==> src/rtl/ni_route_scheduler_pkg.sv <==
// Shared types and constants for the NI route scheduler and its round-robin arbiter.
// The NI_ROUTE_ERR_CNT_EN macro (used by the top) enables the decode-failure counter.
package ni_route_scheduler_pkg;

  localparam int unsigned ERR_CNT_W   = 16;
  localparam int unsigned OUTST_CNT_W = 4;

  typedef enum logic [1:0] {
    ST_IDLE   = 2'd0,
    ST_LOOKUP = 2'd1,
    ST_OUT    = 2'd2
  } ni_state_e;

  // Round-robin pointer advance: the requester after the winner, wrapping at n.
  function automatic int unsigned rr_next(input int unsigned idx, input int unsigned n);
    return ((idx + 32'd1) >= n) ? 32'd0 : (idx + 32'd1);
  endfunction

endpackage

==> src/rtl/ni_rr_arbiter.sv <==
// Combinational round-robin arbiter: one-hot grant to the first active request
// at or after i_ptr. The pointer itself is held by the parent.
module ni_rr_arbiter #(
  parameter int unsigned NREQ = 2,
  parameter int unsigned ID_W = 1
) (
  input  logic [NREQ-1:0] i_req,
  input  logic [ID_W-1:0] i_ptr,
  input  logic            i_en,
  output logic [NREQ-1:0] o_grant
);

  logic w_found;
  int   w_idx;

  always_comb begin
    o_grant = '0;
    w_found = 1'b0;
    w_idx   = 0;
    if (i_en) begin
      for (int k = 0; k < int'(NREQ); k++) begin
        w_idx = int'(32'(i_ptr)) + k;
        if (w_idx >= int'(NREQ)) begin
          w_idx = w_idx - int'(NREQ);
        end
        for (int j = 0; j < int'(NREQ); j++) begin
          if (!w_found && (j == w_idx) && i_req[j]) begin
            o_grant[j] = 1'b1;
            w_found    = 1'b1;
          end
        end
      end
    end
  end

endmodule

==> src/rtl/ni_route_scheduler.sv <==
// Shares one routing lookup table among NREQ requesters and bounds in-flight routes.
// Define NI_ROUTE_ERR_CNT_EN to build the saturating decode-failure counter on err_count.
module ni_route_scheduler
  import ni_route_scheduler_pkg::*;
#(
  parameter int unsigned NREQ      = 2,
  parameter int unsigned ADDR_W    = 32,
  parameter int unsigned PATH_W    = 7,
  parameter int unsigned TGT_W     = 4,
  parameter int unsigned MAX_OUTST = 4,
  localparam int unsigned ID_W     = (NREQ > 1) ? $clog2(NREQ) : 1
) (
  input  logic                   clock,
  input  logic                   reset_n,
  input  logic [NREQ-1:0]        req_valid,
  input  logic [NREQ*ADDR_W-1:0] req_addr,
  output logic [NREQ-1:0]        req_ready,
  output logic [ADDR_W-1:0]      lut_address,
  input  logic [PATH_W-1:0]      lut_path,
  input  logic [TGT_W-1:0]       lut_target,
  input  logic                   lut_fail,
  output logic                   out_valid,
  input  logic                   out_ready,
  output logic [PATH_W-1:0]      out_path,
  output logic [TGT_W-1:0]       out_target,
  output logic [ID_W-1:0]        out_id,
  output logic                   out_err,
  input  logic                   rsp_done,
  output logic                   busy,
  output logic [ERR_CNT_W-1:0]   err_count
);

  ni_state_e              r_state;
  logic [ID_W-1:0]        r_ptr;
  logic [OUTST_CNT_W-1:0] r_outst_cnt;
  logic [ADDR_W-1:0]      r_lut_address;
  logic                   r_out_valid;
  logic [PATH_W-1:0]      r_out_path;
  logic [TGT_W-1:0]       r_out_target;
  logic [ID_W-1:0]        r_out_id;
  logic                   r_out_err;

  logic                   w_grant_en;
  logic [NREQ-1:0]        w_grant;
  logic                   w_grant_any;
  logic [ID_W-1:0]        w_win_id;
  logic [ADDR_W-1:0]      w_win_addr;
  logic                   w_hs;
  logic                   w_inc;
  logic                   w_dec;

  // Reset gating keeps req_ready low while reset_n is asserted.
  assign w_grant_en = reset_n && (r_state == ST_IDLE) &&
                      (r_outst_cnt < OUTST_CNT_W'(MAX_OUTST));

  ni_rr_arbiter #(
    .NREQ (NREQ),
    .ID_W (ID_W)
  ) u_arb (
    .i_req   (req_valid),
    .i_ptr   (r_ptr),
    .i_en    (w_grant_en),
    .o_grant (w_grant)
  );

  assign w_grant_any = |w_grant;

  always_comb begin
    w_win_id   = '0;
    w_win_addr = '0;
    for (int i = 0; i < int'(NREQ); i++) begin
      if (w_grant[i]) begin
        w_win_id   = ID_W'(i);
        w_win_addr = req_addr[i*ADDR_W +: ADDR_W];
      end
    end
  end

  assign w_hs  = (r_state == ST_OUT) && out_ready;
  assign w_inc = w_hs && !r_out_err;
  assign w_dec = rsp_done && (r_outst_cnt != '0);

  // Lookup sequencing, round-robin pointer and in-flight route count.
  always_ff @(posedge clock) begin
    if (!reset_n) begin
      r_state       <= ST_IDLE;
      r_ptr         <= '0;
      r_outst_cnt   <= '0;
      r_lut_address <= '0;
      r_out_valid   <= 1'b0;
      r_out_path    <= '0;
      r_out_target  <= '0;
      r_out_id      <= '0;
      r_out_err     <= 1'b0;
    end else begin
      case (r_state)
        ST_IDLE: begin
          if (w_grant_any) begin
            r_lut_address <= w_win_addr;
            r_out_id      <= w_win_id;
            r_ptr         <= ID_W'(rr_next(32'(w_win_id), NREQ));
            r_state       <= ST_LOOKUP;
          end
        end
        ST_LOOKUP: begin
          r_out_valid  <= 1'b1;
          r_out_err    <= lut_fail;
          r_out_path   <= lut_fail ? '0 : lut_path;
          r_out_target <= lut_fail ? '0 : lut_target;
          r_state      <= ST_OUT;
        end
        ST_OUT: begin
          if (out_ready) begin
            r_out_valid <= 1'b0;
            r_state     <= ST_IDLE;
          end
        end
        default: r_state <= ST_IDLE;
      endcase

      case ({w_inc, w_dec})
        2'b10:   r_outst_cnt <= r_outst_cnt + OUTST_CNT_W'(1);
        2'b01:   r_outst_cnt <= r_outst_cnt - OUTST_CNT_W'(1);
        default: r_outst_cnt <= r_outst_cnt;
      endcase
    end
  end

`ifdef NI_ROUTE_ERR_CNT_EN
  logic [ERR_CNT_W-1:0] r_err_count;

  // Saturating count of routes delivered with a decode failure.
  always_ff @(posedge clock) begin
    if (!reset_n) begin
      r_err_count <= '0;
    end else if (w_hs && r_out_err && (r_err_count != {ERR_CNT_W{1'b1}})) begin
      r_err_count <= r_err_count + ERR_CNT_W'(1);
    end
  end

  assign err_count = r_err_count;
`else
  assign err_count = '0;
`endif

  assign req_ready   = w_grant;
  assign lut_address = r_lut_address;
  assign out_valid   = r_out_valid;
  assign out_path    = r_out_path;
  assign out_target  = r_out_target;
  assign out_id      = r_out_id;
  assign out_err     = r_out_err;
  assign busy        = (r_state != ST_IDLE);

endmodule
==> config.mk <==
export PLATFORM = sky130hd
export DESIGN_NAME = ni_route_scheduler
export DESIGN_NICKNAME = d
export VERILOG_FILES = /design/src/rtl/ni_route_scheduler_pkg.sv /design/src/rtl/ni_rr_arbiter.sv /design/src/rtl/ni_route_scheduler.sv
export SDC_FILE = /design/constraint.sdc
export NUM_CORES = 1
export LEC_CHECK = 0
export CORE_MARGIN = 2
export CORE_UTILIZATION = 60
export DETAILED_ROUTE_END_ITERATION = 6
export DONT_BUFFER_PORTS = 1
export PLACE_DENSITY = 0.86
export SLEW_MARGIN = 20
export SYNTH_ARGS = -nofsm -noshare
export SYNTH_HDL_FRONTEND = slang
export SYNTH_SLANG_ARGS = --single-unit
==> constraint.sdc <==
create_clock -name clock -period 4.4 [get_ports clock]
set_input_delay 0 -clock clock [delete_from_list [all_inputs] [get_ports clock]]
set_output_delay 0 -clock clock [all_outputs]
set_load 0.03 [all_outputs]
==> results.md, run 1 <==
- The run finished with clean final reports.
- The post-route worst hold slack is 6.59 ps.
- The number of detailed-route iterations in the first pass is 4.
- The biggest cell delay along the critical path is 600 ps.
- The clock transition at the registers of the reported paths is 90 ps.
- In this run the count of I/O pins placed on the die edge is 147.
- Hold repair after CTS inserted 30 buffers.
- In this run the most critical hold path is launched from req_addr[10].
- In the synthesized netlist, the number of instances is 278.
- The met1 capacity usage during global routing is 25.4%.
- Summing all placed instances gives a cell area of 2500 sq um.
- The met3 track demand over resource in global routing is 5.98%.
- The worst path in the final design needs a cycle of 2420 ps, including I/O delays and setup.
- The area taken by multi-input logic gates is 1350 sq um.
- Tracing the worst setup path back leads to its startpoint at r_state[1]$_SDFFE_PN0P_.
- The clock sink total is 53.
- The final setup skew is 8.52 ps.
- The number of port buffers is 0.
- The floorplan has 24 rows.
- The total power per unit cell area is 403 nW/um^2.
- The total negative slack for setup checks is 0 ps.
- In this run the clock root is driven by a sky130_fd_sc_hd__clkbuf_8.
- The worst path arrival time is 2660 ps.
- The startpoint of the worst-slack reg-to-reg timing path is r_state[1]$_SDFFE_PN0P_.
- The number of buffers created by CTS is 5.
- The floorplan step defined a die boundary enclosing 5060 sq um.
- The capturing element type of the critical path is a flop.
- Post-CTS repair changed the size of 0 cells.
- The horizontal die dimension is 71.1 um.
- After synthesis the cells add up to 2700 sq um.
- The fraction of the yosys area taken by sequential cells is 39.3%.
- Setup repair after global routing left no endpoint under its margin.
- Global routing used 22.7% of the available tracks.
- Dividing the detail-routed via count by the number of cells gives 6.23.
- The number of different library cells used by synthesis comes to 37.
- In this run the worst hold path is classified as in -> reg.
- The worst hold path terminates at lut_address[10]$_SDFFE_PN0P_.
- Along the worst hold path, the cell count comes to 3.
- For this run, design rule violations remaining after detail routing come to 0.
- The number of vias in the routed layout is 2130.
- Leaving out fill and tap cells, the most frequent cell in the layout is sky130_fd_sc_hd__dfxtp_1.
- At the pin with the least slew margin, the transition time is 1020 ps.
- The worst-case headroom to the max-slew limit is 31.6%.
- The filler cells instantiated in the layout total 345.
- The per-instance average area after synthesis is 9.72 sq um.
- From synthesis to final layout, the design area changed by 7.36%.
- For this run, the number of Yosys warnings is 0.
- The number of antenna violations at the first check in global routing is 0.
- Cells fill 66.6% of the core in the end.
- The number of nets in the final layout is 375.
- The average detailed-routed wire length per instance is 17.7 um.
- The static power due to leakage is 1.04 nW.
- The insertion delay of the later-clocked pin in the worst-skew pair is 300 ps.
- The area of the placeable core is 4350 sq um.
- The H-tree generated during clock tree synthesis spans 2 levels.
- The global placement routability congestion is 0.684.
- TritonCTS built the clock tree.
- The maximum clock rate is 413 MHz.
- For this run, the leading register cell type out of synthesis is sky130_fd_sc_hd__dfxtp_1.
- The worst-path cell with the longest stage delay is sky130_fd_sc_hd__dlygate4sd3_1.
- After layout, the worst path uses 55.0% of the clock period.
- For this run the aggregate overflow at the end of global routing stands at 0.
- Setup violations remaining at the end of the flow were counted as 0.
- The wire length after detailed routing is 6.04 mm.
- Of all flip-flops after synthesis, the portion carrying an async set or reset was 0%.
- The required time of the worst setup path is 4630 ps.
- The fraction of final layout cells with drive strength greater than 1 is 10.3%.
- The floorplan die height is 71.1 um.
- The post-detailed-placement half-perimeter wirelength is 3.94 mm.
- The worst path meets setup with 1980 ps of slack.
- The number of enable-type register cells in the synthesized netlist is 0.
- The hold violation count in the final report was 0.
- The maximum clock path buffer count is 2.
- The number of global-route vias before repair came to 1944.
- 0 antenna diodes ended up in the layout.
- In the final layout, flip-flops and latches occupy 1060 sq um.
- Once detail routing completed, the nets flagged for antenna violations numbered 0.
- The critical path in this run is classified as reg -> reg.
- The worst register-to-register path has a depth of 6.
- Across the VDD grid, the largest voltage drop is 0.000297 V.
- The global routing usage on met2 is 41.0%.
- Across all register-to-register paths, the minimum setup slack is 1980 ps.
- Once the clock tree was built, the setup fixing pass inserted 0 buffers.
- The first global-routing pass estimated 9.15 mm of wire.
- Grouping stages by cell kind, the critical path spends the most delay in buffers and inverters.
- The highest net fanout along the worst path is 24.
- The max-capacitance violation count is 0.
- The area of all placed cells without fillers is 2900 sq um.
- Entering global routing, the biggest net connects 51 pins.
- The initial detailed-routing violation count is 97.
- The endpoint identified for the worst register-to-register timing path is r_ptr$_SDFFE_PN0P_.
- Before CTS, the worst setup slack after placement is 2230 ps.
- After synthesis the netlist holds a flip-flop and latch count of 53.
- In this run the most used layer during global routing was met2.
- The max-slew violation total from the final report was 0.
- In the layout the commonest cells are 53 x sky130_fd_sc_hd__dfxtp_1, 48 x sky130_fd_sc_hd__a21oi_1, 33 x sky130_fd_sc_hd__o21a_1.
- The signal on the critical path passes through nor2_2 -> and3_1 -> buf_4 -> a21oi_1 -> a311oi_1 -> dlygate4sd3_1.
- The initial standard-cell utilization of the core is 62.1%.
- The sum of buffers and inverters on the critical path is 2.
- The startpoint type of the worst setup path is a flop.
[sequential cells by signal (all words and copies together) (netlist names)]
| register | cells |
|---|---|
| out_path | 7 |
| r_outst_cnt | 4 |
| out_id | 1 |
| out_valid | 1 |
| out_target | 4 |
| r_ptr | 1 |
| lut_address | 32 |
| r_state | 2 |
| out_err | 1 |
[worst max path at each step]
stage	slack [ps]	to	cells past startpoint
floorplan	2370	r_outst_cnt[2]$_SDFFE_PN0P_	8
global placement	2310	r_outst_cnt[2]$_SDFFE_PN0P_	8
detailed placement	2230	r_outst_cnt[2]$_SDFFE_PN0P_	8
CTS	2070	r_ptr$_SDFFE_PN0P_	6
global route	1840	r_ptr$_SDFFE_PN0P_	6
finish	1980	r_ptr$_SDFFE_PN0P_	6
[cell type report]
type,instances,area share [%]
timing repair buffer,33,11.2
inverter,3,0.388
clock buffer,7,2.98
tap,52,2.24
sequential,53,36.6
multi-input combinational,194,46.6
[layer usage]
metal	routed length [um]	vias to the layer above	share of wire [%]
li1	-	1018	-
met1	2380	1013	39
met2	3150	90	52
met3	414	9	6.9
met4	88	0	1.5
met5	0	-	0
[worst min-delay path, cell delays in order]
cell and delay [ps]:
sky130_fd_sc_hd__o32ai_1 90, sky130_fd_sc_hd__a21oi_1 80, sky130_fd_sc_hd__o21a_1 90
[metrics by stage]
stage	power [mW]	cells
2_1_floorplan	0.880	293
5_1_grt	1.23	342
4_1_cts	1.17	341
3_5_place_dp	0.885	304
3_3_place_gp	0.875	304
6_report	1.17	342
[synth_stat cells, types with 3 or more instances]
master / n / area share [%]
sky130_fd_sc_hd__a21oi_1: 48 / 8.9
sky130_fd_sc_hd__buf_2: 11 / 2.0
sky130_fd_sc_hd__buf_4: 19 / 5.3
sky130_fd_sc_hd__buf_6: 9 / 3.8
sky130_fd_sc_hd__dfxtp_1: 53 / 39
sky130_fd_sc_hd__ha_1: 3 / 1.4
sky130_fd_sc_hd__nand2_1: 14 / 1.9
sky130_fd_sc_hd__nand3b_1: 12 / 3.3
sky130_fd_sc_hd__nor2_1: 5 / 0.69
sky130_fd_sc_hd__nor2b_1: 4 / 0.93
sky130_fd_sc_hd__o21a_1: 33 / 9.2
sky130_fd_sc_hd__o32ai_1: 22 / 7.1
sky130_fd_sc_hd__o32ai_2: 11 / 6.6
sky130_fd_sc_hd__xor2_1: 3 / 0.97
[kinds of logic after synthesis]
kind of cell	after synthesis	synth area share, %
compound gates	122	34.1
flops	53	39.3
simple gates	48	10.5
buf+inv	46	12.9
fa+ha+maj	3	1.39
xor+xnor	3	0.972
mux	2	0.741
other cells	1	0.139
[power breakdown]
group          internal (mW)  total, mW  switching [mW]  leakage (nW)
registers              0.528      0.646           0.118         0.435
clock network          0.125      0.271           0.146        0.0443
logic                  0.104      0.254           0.150         0.561
total                  0.757       1.17           0.413          1.04
(Power assumes the default switching activity.)
==> run 2, diff against run 1 <==
--- a/config.mk
+++ b/config.mk
@@ -5,11 +5,12 @@
 export SDC_FILE = /design/constraint.sdc
 export NUM_CORES = 1
 export LEC_CHECK = 0
+export ABC_AREA = 1
 export CORE_MARGIN = 2
-export CORE_UTILIZATION = 60
+export CORE_UTILIZATION = 56
 export DETAILED_ROUTE_END_ITERATION = 6
 export DONT_BUFFER_PORTS = 1
-export PLACE_DENSITY = 0.86
+export PLACE_DENSITY = 0.84
 export SLEW_MARGIN = 20
 export SYNTH_ARGS = -nofsm -noshare
 export SYNTH_HDL_FRONTEND = slang
==> constraint.sdc (replaced) <==
create_clock -name clock -period 2.1 [get_ports clock]
set_input_delay 0 -clock clock [delete_from_list [all_inputs] [get_ports clock]]
set_output_delay 0 -clock clock [all_outputs]
set_load 0.03 [all_outputs]
==> results.md, run 2 <==
- Cell Chain, Critical Path: inv_1 -> a31oi_1 -> ha_2 -> nand2_1 -> inv_1 -> nor2_1 -> ha_1 -> a21oi_1 -> xnor2_1 -> o21ai_0 -> inv_1 (was nor2_2 -> and3_1 -> buf_4 -> a21oi_1 -> a311oi_1 -> dlygate4sd3_1).
- The row count is 24 (unchanged).
- The highest net fanout along the worst path came to 4 (was 24).
- The global routing usage on met2 is 54.5% (was 41.0%).
- The worst-case headroom to the max-slew limit came to 27.6% (was 31.6%).
- The number of antenna diodes was 0 (unchanged).
- Cell types occupying the most area after synthesis: sky130_fd_sc_hd__dfxtp_1 41%, sky130_fd_sc_hd__nand2_1 18%, sky130_fd_sc_hd__nor2_1 11% (was sky130_fd_sc_hd__dfxtp_1 39%, sky130_fd_sc_hd__o21a_1 9.2%, sky130_fd_sc_hd__a21oi_1 8.9%).
- The clock sink total is 53 (unchanged).
- The number of design rule violations left after detail routing is 0 (unchanged).
- The maximum level of the CTS H-tree was 2 (unchanged).
- The post-detailed-placement half-perimeter wirelength is 3.91 mm (was 3.94 mm).
- The per-instance average area after synthesis came to 6.75 sq um (was 9.72 sq um).
- The post-route antenna net violation count was 0 (unchanged).
- The number of vias in the routed layout is 2707 (was 2130).
- The global router's overall resource usage was 30.8% (was 22.7%).
- The path type of the worst setup path is reg -> reg (unchanged).
- The area of the placeable core came to 4380 sq um (was 4350 sq um).
- The post-layout instance count excluding filler cells is 501 (was 342).
- The total power per unit cell area was 1120 nW/um^2 (was 403 nW/um^2).
- The horizontal die dimension is 71.7 um (was 71.1 um).
- The final global-route overflow total is 0 (unchanged).
- The fraction of the yosys area taken by sequential cells was 41.4% (was 39.3%).
- The busiest layer in global routing is met2 (unchanged).
- Highest-count cells in the layout ignoring fill and taps: 125 x sky130_fd_sc_hd__nand2_1, 79 x sky130_fd_sc_hd__dlygate4sd3_1, 74 x sky130_fd_sc_hd__nor2_1 (was 53 x sky130_fd_sc_hd__dfxtp_1, 48 x sky130_fd_sc_hd__a21oi_1, 33 x sky130_fd_sc_hd__o21a_1).
- The met3 track demand over resource in global routing is 8.58% (was 5.98%).
- The number of buffers created by CTS is 5 (unchanged).
- The floorplan die height is 71.7 um (was 71.1 um).
- The maximum vdd drop is 0.000603 V (was 0.000297 V).
- The area overhead of the layout relative to synthesis was 31.2% (was 7.36%).
- The number of synthesized register bits was 53 (unchanged).
- The number of primary I/O pins is 147 (unchanged).
- Most frequent cells after synthesis: 125 x sky130_fd_sc_hd__nand2_1, 74 x sky130_fd_sc_hd__nor2_1, 53 x sky130_fd_sc_hd__dfxtp_1 (was 53 x sky130_fd_sc_hd__dfxtp_1, 48 x sky130_fd_sc_hd__a21oi_1, 33 x sky130_fd_sc_hd__o21a_1).
- The post-synthesis cell type with the largest combined area is sky130_fd_sc_hd__dfxtp_1 (unchanged).
- The initial detailed-routing violation count is 168 (was 97).
- The wire length of the first global-routing pass is 12.4 mm (was 9.15 mm).
- The distinct cell type count of the synthesized netlist was 24 (was 37).
- The maximum number of pins on one net before global-route repair was 37 (was 51).
- The total power after layout came to 3.78 mW (was 1.17 mW).
- The area of all placed cells without fillers is 3360 sq um (was 2900 sq um).
- The number of warnings reported in the yosys synthesis log is 0 (unchanged).
- The met1 capacity usage during global routing is 33.6% (was 25.4%).
- The area taken by multi-input logic gates is 1230 sq um (was 1350 sq um).
- The post-route core utilization is 76.7% (was 66.6%).
- The capturing element type of the critical path was a flop (unchanged).
- The maximum clock rate is 528 MHz (was 413 MHz).
- The final setup skew is 6.73 ps (was 8.52 ps).
- The fraction of final layout cells with drive strength greater than 1 is 4.45% (was 10.3%).
- The cell at the root of the clock tree is sky130_fd_sc_hd__clkbuf_8 (unchanged).
- The biggest cell delay along the critical path is 380 ps (was 600 ps).
- The flip-flop count of the largest register after layout is 32 (unchanged).
- The max-capacitance violation count was 0 (unchanged).
- The number of nets in the final layout came to 533 (was 375).
- The async set-or-reset flop fraction in the synthesized netlist is 0% (unchanged).
- The initial standard-cell utilization of the core is 58.5% (was 62.1%).
- The classification of the worst-slack hold path is in -> reg (unchanged).
- Status: finished clean (unchanged).
- The gate count of the mapped netlist is 380 (was 278).
- The number of antenna violations at the first check in global routing is 0 (unchanged).
- The number of port buffers is 0 (unchanged).
- The count of endpoints failing setup in the final report is 0 (unchanged).
- The clock transition at the registers of the reported paths came to 100 ps (was 90 ps).
- The required time of the worst setup path was 2300 ps (was 4630 ps).
- The post-route worst hold slack is 26.6 ps (was 6.59 ps).
- The insertion delay of the later-clocked pin in the worst-skew pair is 300 ps (about the same).
- The cell family with the largest share of critical-path delay is compound AO/OA/AOI/OAI gates (was buffers and inverters).
- The TritonCTS clock tree is built (unchanged).
- The instance area at placement is 2450 sq um (was 2500 sq um).
- The most common cell in the synthesized netlist is sky130_fd_sc_hd__nand2_1 (was sky130_fd_sc_hd__dfxtp_1).
- The number of detailed-route iterations in the first pass came to 5 (was 4).
- The storage element area is 1060 sq um (unchanged).
- The average detailed-routed wire length per instance is 15.6 um (was 17.7 um).
- The number of global-route vias before repair is 2669 (was 1944).
- The cell seen most often among critical-path stages is sky130_fd_sc_hd__inv_1.
- The maximum clock path buffer count came to 2 (unchanged).
- The static power due to leakage is 1.53 nW (was 1.04 nW).
- The max-slew violation total from the final report came to 0 (unchanged).
- The worst setup timing slack at the placement stage is 194 ps (was 2230 ps).
- The slack of the critical path came to 207 ps (was 1980 ps).
- The wire length after detailed routing is 7.81 mm (was 6.04 mm).
- The global placement routability congestion was 0.755 (was 0.684).
- The period utilization is 90.1% (was 55.0%).
- The transition time of the tightest slew-check pin is 1080 ps (was 1020 ps).
- The worst path arrival time was 2090 ps (was 2660 ps).
- The area of the die is 5140 sq um (was 5060 sq um).
- The post-synthesis instance area is 2560 sq um (was 2700 sq um).
- The via-per-instance ratio is 5.40 (was 6.23).
- The number of placed instances, taps included was 414 (was 304).
- The minimum clock period is 1890 ps (was 2420 ps).
- The total negative slack for setup checks is 0 ps (unchanged).
- The worst-path cell with the longest stage delay is sky130_fd_sc_hd__dfxtp_1 (was sky130_fd_sc_hd__dlygate4sd3_1).
- The sum of buffers and inverters on the critical path came to 3 (was 2).
- The fraction of synthesized cell area taken by the top area cell type is 41.4% (was 39.3%).
- The hold violation count in the final report came to 0 (unchanged).
- The final-layout fill cell count is 305 (was 345).
- Unrepaired setup endpoints after global routing: false (unchanged).
- The most common cell after layout, fill and taps aside is sky130_fd_sc_hd__nand2_1 (was sky130_fd_sc_hd__dfxtp_1).
- The startpoint type of the worst setup path is a flop (unchanged).
- The dominant synthesized flop cell is sky130_fd_sc_hd__dfxtp_1 (unchanged).
- The number of enable-type register cells in the synthesized netlist is 0 (unchanged).
run 2: changes by cell type in the layout (fill, tap and decap cells not counted), sizes merged, moves of 12 or more:
cell,change
dlygate4sd3,+48
o32ai,-33
nand2,+112
nor2,+67
nand3b,-12
inv,+14
o21ai,+34
a21oi,-33
o21a,-33
run 2: layer usage:
layer  wire [um]  vias to the layer above
met3         767                       33
met1        2860                     1211
li1            -                     1285
met4         342                        0
met2        3840                      178
met5           0                        -
run 2: final cells by class:
type                    count  share of cell area (%)
clock inverters             2                    1.12
multi-input cells         288                    36.7
well taps                  52                    1.93
inverters                  18                    2.08
repair buffers             82                    24.2
clock buffers               6                    2.45
flip-flops and latches     53                    31.5
run 2: worst paths after layout:
path | startpoint | to | slack (ps) | cells past startpoint
worst max register to register | r_outst_cnt[0]$_SDFFE_PN0P_ | r_outst_cnt[2]$_SDFFE_PN0P_ | 210 | 11
worst min register to register | out_err$_SDFFE_PN0P_ | out_err$_SDFFE_PN0P_ | 520 | 2
worst min-delay path | lut_fail | out_target[1]$_SDFFE_PN0P_ | 30 | 3
worst max-delay path | r_outst_cnt[0]$_SDFFE_PN0P_ | r_outst_cnt[2]$_SDFFE_PN0P_ | 210 | 11
run 2: what timing repair did:
| action | in CTS | in global routing |
|---|---|---|
| hold buffers | 79 | 0 |
| endpoints found under the setup margin | 0 | 1 |
| resized for setup | 0 | 1 |
| endpoints found under the hold margin | 50 | 0 |
| buffers inserted | 0 | 0 |
run 2: where the power goes:
part           switching, mW  internal [mW]
logic                  0.794          0.456
registers              0.558           1.25
clock network          0.328          0.388
total                   1.68           2.10
run 2: tightest hold or removal path, stage by stage:
cell and delay [ps]:
sky130_fd_sc_hd__nor2_1 140, sky130_fd_sc_hd__nand2_1 100, sky130_fd_sc_hd__a21oi_1 50
run 2: logic make-up (layout without fill, tap and decap cells):
group	after synthesis	after routing	share of synthesized area [%]
AO/OA/AOI/OAI	56	56	11.3
flip-flops	53	53	41.4
buffers and inverters	54	108	12.7
XOR/XNOR	1	1	0.342
other	1	16	0.146
AND/OR/NAND/NOR	212	212	32.7
adder cells (fa/ha/maj)	3	3	1.46
==> run 3, diff against run 2 <==
==> constraint.sdc (replaced) <==
create_clock -name clock -period 1.7 [get_ports clock]
set_input_delay 0 -clock clock [delete_from_list [all_inputs] [get_ports clock]]
set_output_delay 0 -clock clock [all_outputs]
set_load 0.03 [all_outputs]
==> results.md, run 3 (synthesized netlist as in run 2, its figures left out) <==
- Status: finished with violations (was finished clean).
- The checks that failed: hold timing, setup timing.
- The initial detailed-routing violation count is 191 (was 168).
- The number of design rule violations left after detail routing is 0 (unchanged).
- The maximum clock rate is 575 MHz (was 528 MHz).
- The area of the placeable core is 4380 sq um (unchanged).
- The number of vias in the routed layout is 2968 (was 2707).
- The switching part of the total was 46.1% (was 44.5%).
- The number of antenna diodes was 0 (unchanged).
- The insertion delay of the later-clocked pin in the worst-skew pair came to 310 ps (was 300 ps).
- The hold violation count in the final report is 1 (was 0).
- The required time of the worst setup path came to 1940 ps (was 2300 ps).
- The max-capacitance violation count is 0 (unchanged).
- The final global-route overflow total was 0 (unchanged).
- The max-slew violation total from the final report was 0 (unchanged).
- The wire length after detailed routing is 9.49 mm (was 7.81 mm).
- The capturing element type of the critical path is a flop (unchanged).
- The worst path arrival time is 1980 ps (was 2090 ps).
- The power share of the combinational group is 46.2% (was 33.1%).
- The average detailed-routed wire length per instance is 18.0 um (was 15.6 um).
- The relative contribution of sequential cells to total power is 40.5% (was 47.9%).
- The slack of the critical path is -37.9 ps (was 207 ps).
- The final-layout fill cell count is 201 (was 305).
- The classification of the worst-slack hold path is in -> reg (unchanged).
- The clock sink total was 53 (unchanged).
- The count of endpoints failing setup in the final report is 3 (was 0).
- The fraction of final layout cells with drive strength greater than 1 came to 15.5% (was 4.45%).
- The static power due to leakage is 1.75 nW (was 1.53 nW).
- The wire length of the first global-routing pass is 9.40 mm (was 12.4 mm).
- The number of nets in the final layout is 560 (was 533).
- The number of detailed-route iterations in the first pass was 5 (unchanged).
- The area of the die was 5140 sq um (unchanged).
- The post-route antenna net violation count was 0 (unchanged).
- The final setup skew is 13.7 ps (was 6.73 ps).
- The maximum level of the CTS H-tree is 2 (unchanged).
- The post-layout instance count excluding filler cells is 528 (was 501).
- The global placement routability congestion is 0.749 (was 0.755).
- The period utilization is 102% (was 90.1%).
- The flip-flop count of the largest register after layout is 32 (unchanged).
- The number of primary I/O pins came to 147 (unchanged).
- The row count came to 24 (unchanged).
- The number of global-route vias before repair was 2170 (was 2669).
- The initial standard-cell utilization of the core is 58.5% (unchanged).
- The maximum number of pins on one net before global-route repair is 39 (was 37).
- Highest-count cells in the layout ignoring fill and taps: 121 x sky130_fd_sc_hd__nand2_1, 77 x sky130_fd_sc_hd__dlygate4sd3_1, 68 x sky130_fd_sc_hd__nor2_1 (was 125 x sky130_fd_sc_hd__nand2_1, 79 x sky130_fd_sc_hd__dlygate4sd3_1, 74 x sky130_fd_sc_hd__nor2_1).
- Unrepaired setup endpoints after global routing: true (was false).
- The switching power is 2.58 mW (was 1.68 mW).
- The most common cell after layout, fill and taps aside is sky130_fd_sc_hd__nand2_1 (unchanged).
- The maximum vdd drop is 0.000828 V (was 0.000603 V).
- The internal power consumption was 3.02 mW (was 2.10 mW).
- The path type of the worst setup path is reg -> reg (unchanged).
- The total power after layout came to 5.60 mW (was 3.78 mW).
- The total power per unit cell area is 1440 nW/um^2 (was 1120 nW/um^2).
- The maximum clock path buffer count is 2 (unchanged).
- The minimum clock period was 1740 ps (was 1890 ps).
- The post-detailed-placement half-perimeter wirelength is 3.91 mm (about the same).
- The TritonCTS clock tree is built (unchanged).
- The post-route worst hold slack is -9.76 ps (was 26.6 ps).
- The cell at the root of the clock tree is sky130_fd_sc_hd__clkbuf_8 (unchanged).
- The number of antenna violations at the first check in global routing is 0 (unchanged).
- The startpoint type of the worst setup path is a flop (unchanged).
- The clock transition at the registers of the reported paths was 110 ps (was 100 ps).
- The part of the power in the clock network is 13.3% (was 19.0%).
- The area overhead of the layout relative to synthesis came to 51.7% (was 31.2%).
- The number of buffers created by CTS is 5 (unchanged).
- The post-route core utilization is 88.7% (was 76.7%).
- The floorplan die height was 71.7 um (unchanged).
- The horizontal die dimension is 71.7 um (unchanged).
- The number of port buffers is 0 (unchanged).
- The global router's overall resource usage is 22.7% (was 30.8%).
- The via-per-instance ratio is 5.62 (was 5.40).
- The highest net fanout along the worst path is 9 (was 4).
- The number of placed instances, taps included came to 422 (was 414).
run 3: changes by cell type in the layout (fill, tap and decap cells not counted), moves of 4 or more:
cell	before	now
sky130_fd_sc_hd__nor2_1	74	68
sky130_fd_sc_hd__buf_12	0	7
sky130_fd_sc_hd__dfxtp_2	0	4
sky130_fd_sc_hd__o21ai_0	36	28
sky130_fd_sc_hd__buf_4	3	17
sky130_fd_sc_hd__clkinv_8	0	4
sky130_fd_sc_hd__nor2_2	0	4
sky130_fd_sc_hd__dfxtp_1	53	47
sky130_fd_sc_hd__nand2_1	125	121
sky130_fd_sc_hd__o21ai_1	0	8
run 3: power by group through the flow:
stage               clock network, mW  logic [mW]  registers [mW]
global route                    0.806        2.77            2.29
finish                          0.747        2.59            2.27
floorplan                           0        1.24            2.20
global placement                    0        1.41            2.24
detailed placement                  0        1.46            2.25
CTS                             0.751        1.56            2.23
run 3: layout make-up:
cell class                      count  area [sq um]  share of cell area (%)
Multi-Input combinational cell    288          1370                    35.1
Tap cell                           52          65.1                    1.67
Sequential cell                    53          1070                    27.6
Clock inverter                      3          25.0                   0.643
Inverter                           18           105                    2.70
Timing Repair Buffer              107          1150                    29.7
Timing Repair inverter              2          32.5                   0.836
Clock buffer                        5          68.8                    1.77
run 3: repair_timing:
action / 4_1_cts / 5_1_grt
hold buffers: 14 / 64
hold endpoints to repair: 49 / 35
gates resized for setup: 10 / 59
setup buffers: 2 / 13
setup endpoints to repair: 4 / 38
pin swaps: 2 / 29
cloned: 0 / 5
run 3: worst max-delay path: stages (launching register included):
cell and delay [ps]:
sky130_fd_sc_hd__dfxtp_2 360, sky130_fd_sc_hd__or2_4 320, sky130_fd_sc_hd__nor2_4 160, sky130_fd_sc_hd__nand3_4 190
sky130_fd_sc_hd__nand2_8 200, sky130_fd_sc_hd__clkbuf_16 170, sky130_fd_sc_hd__o21ai_0 90, sky130_fd_sc_hd__nor2_1 170
run 3: worst paths after layout:
| check | startpoint | endpoint | slack (ps) | cells past startpoint |
|---|---|---|---|---|
| setup / recovery | r_state[1]$_SDFFE_PN0P_ | lut_address[12]$_SDFFE_PN0P_ | -40 | 7 |
| hold / removal | req_addr[59] | lut_address[27]$_SDFFE_PN0P_ | -10 | 4 |
| setup reg to reg | r_state[1]$_SDFFE_PN0P_ | lut_address[12]$_SDFFE_PN0P_ | -40 | 7 |
| hold reg to reg | out_err$_SDFFE_PN0P_ | out_err$_SDFFE_PN0P_ | 510 | 2 |
run 3: metrics by stage:
step / setup WS [ps] / TNS [ps] / instance area (sq um)
after global placement: 45.9 / 0 / 2510
after CTS: 9.89 / 0 / 2800
final: -37.9 / -56.0 / 3890
after floorplan: 21.9 / 0 / 2620
after detailed placement: -72.2 / -72.2 / 2510
after global routing: -104 / -1190 / 3890
run 3: routing by layer:
layer	GRT usage [%]	part of all wire, %
met1	23.0	35
met2	44.1	51
met3	7.17	11
met4	6.08	3.8
met5	0	0
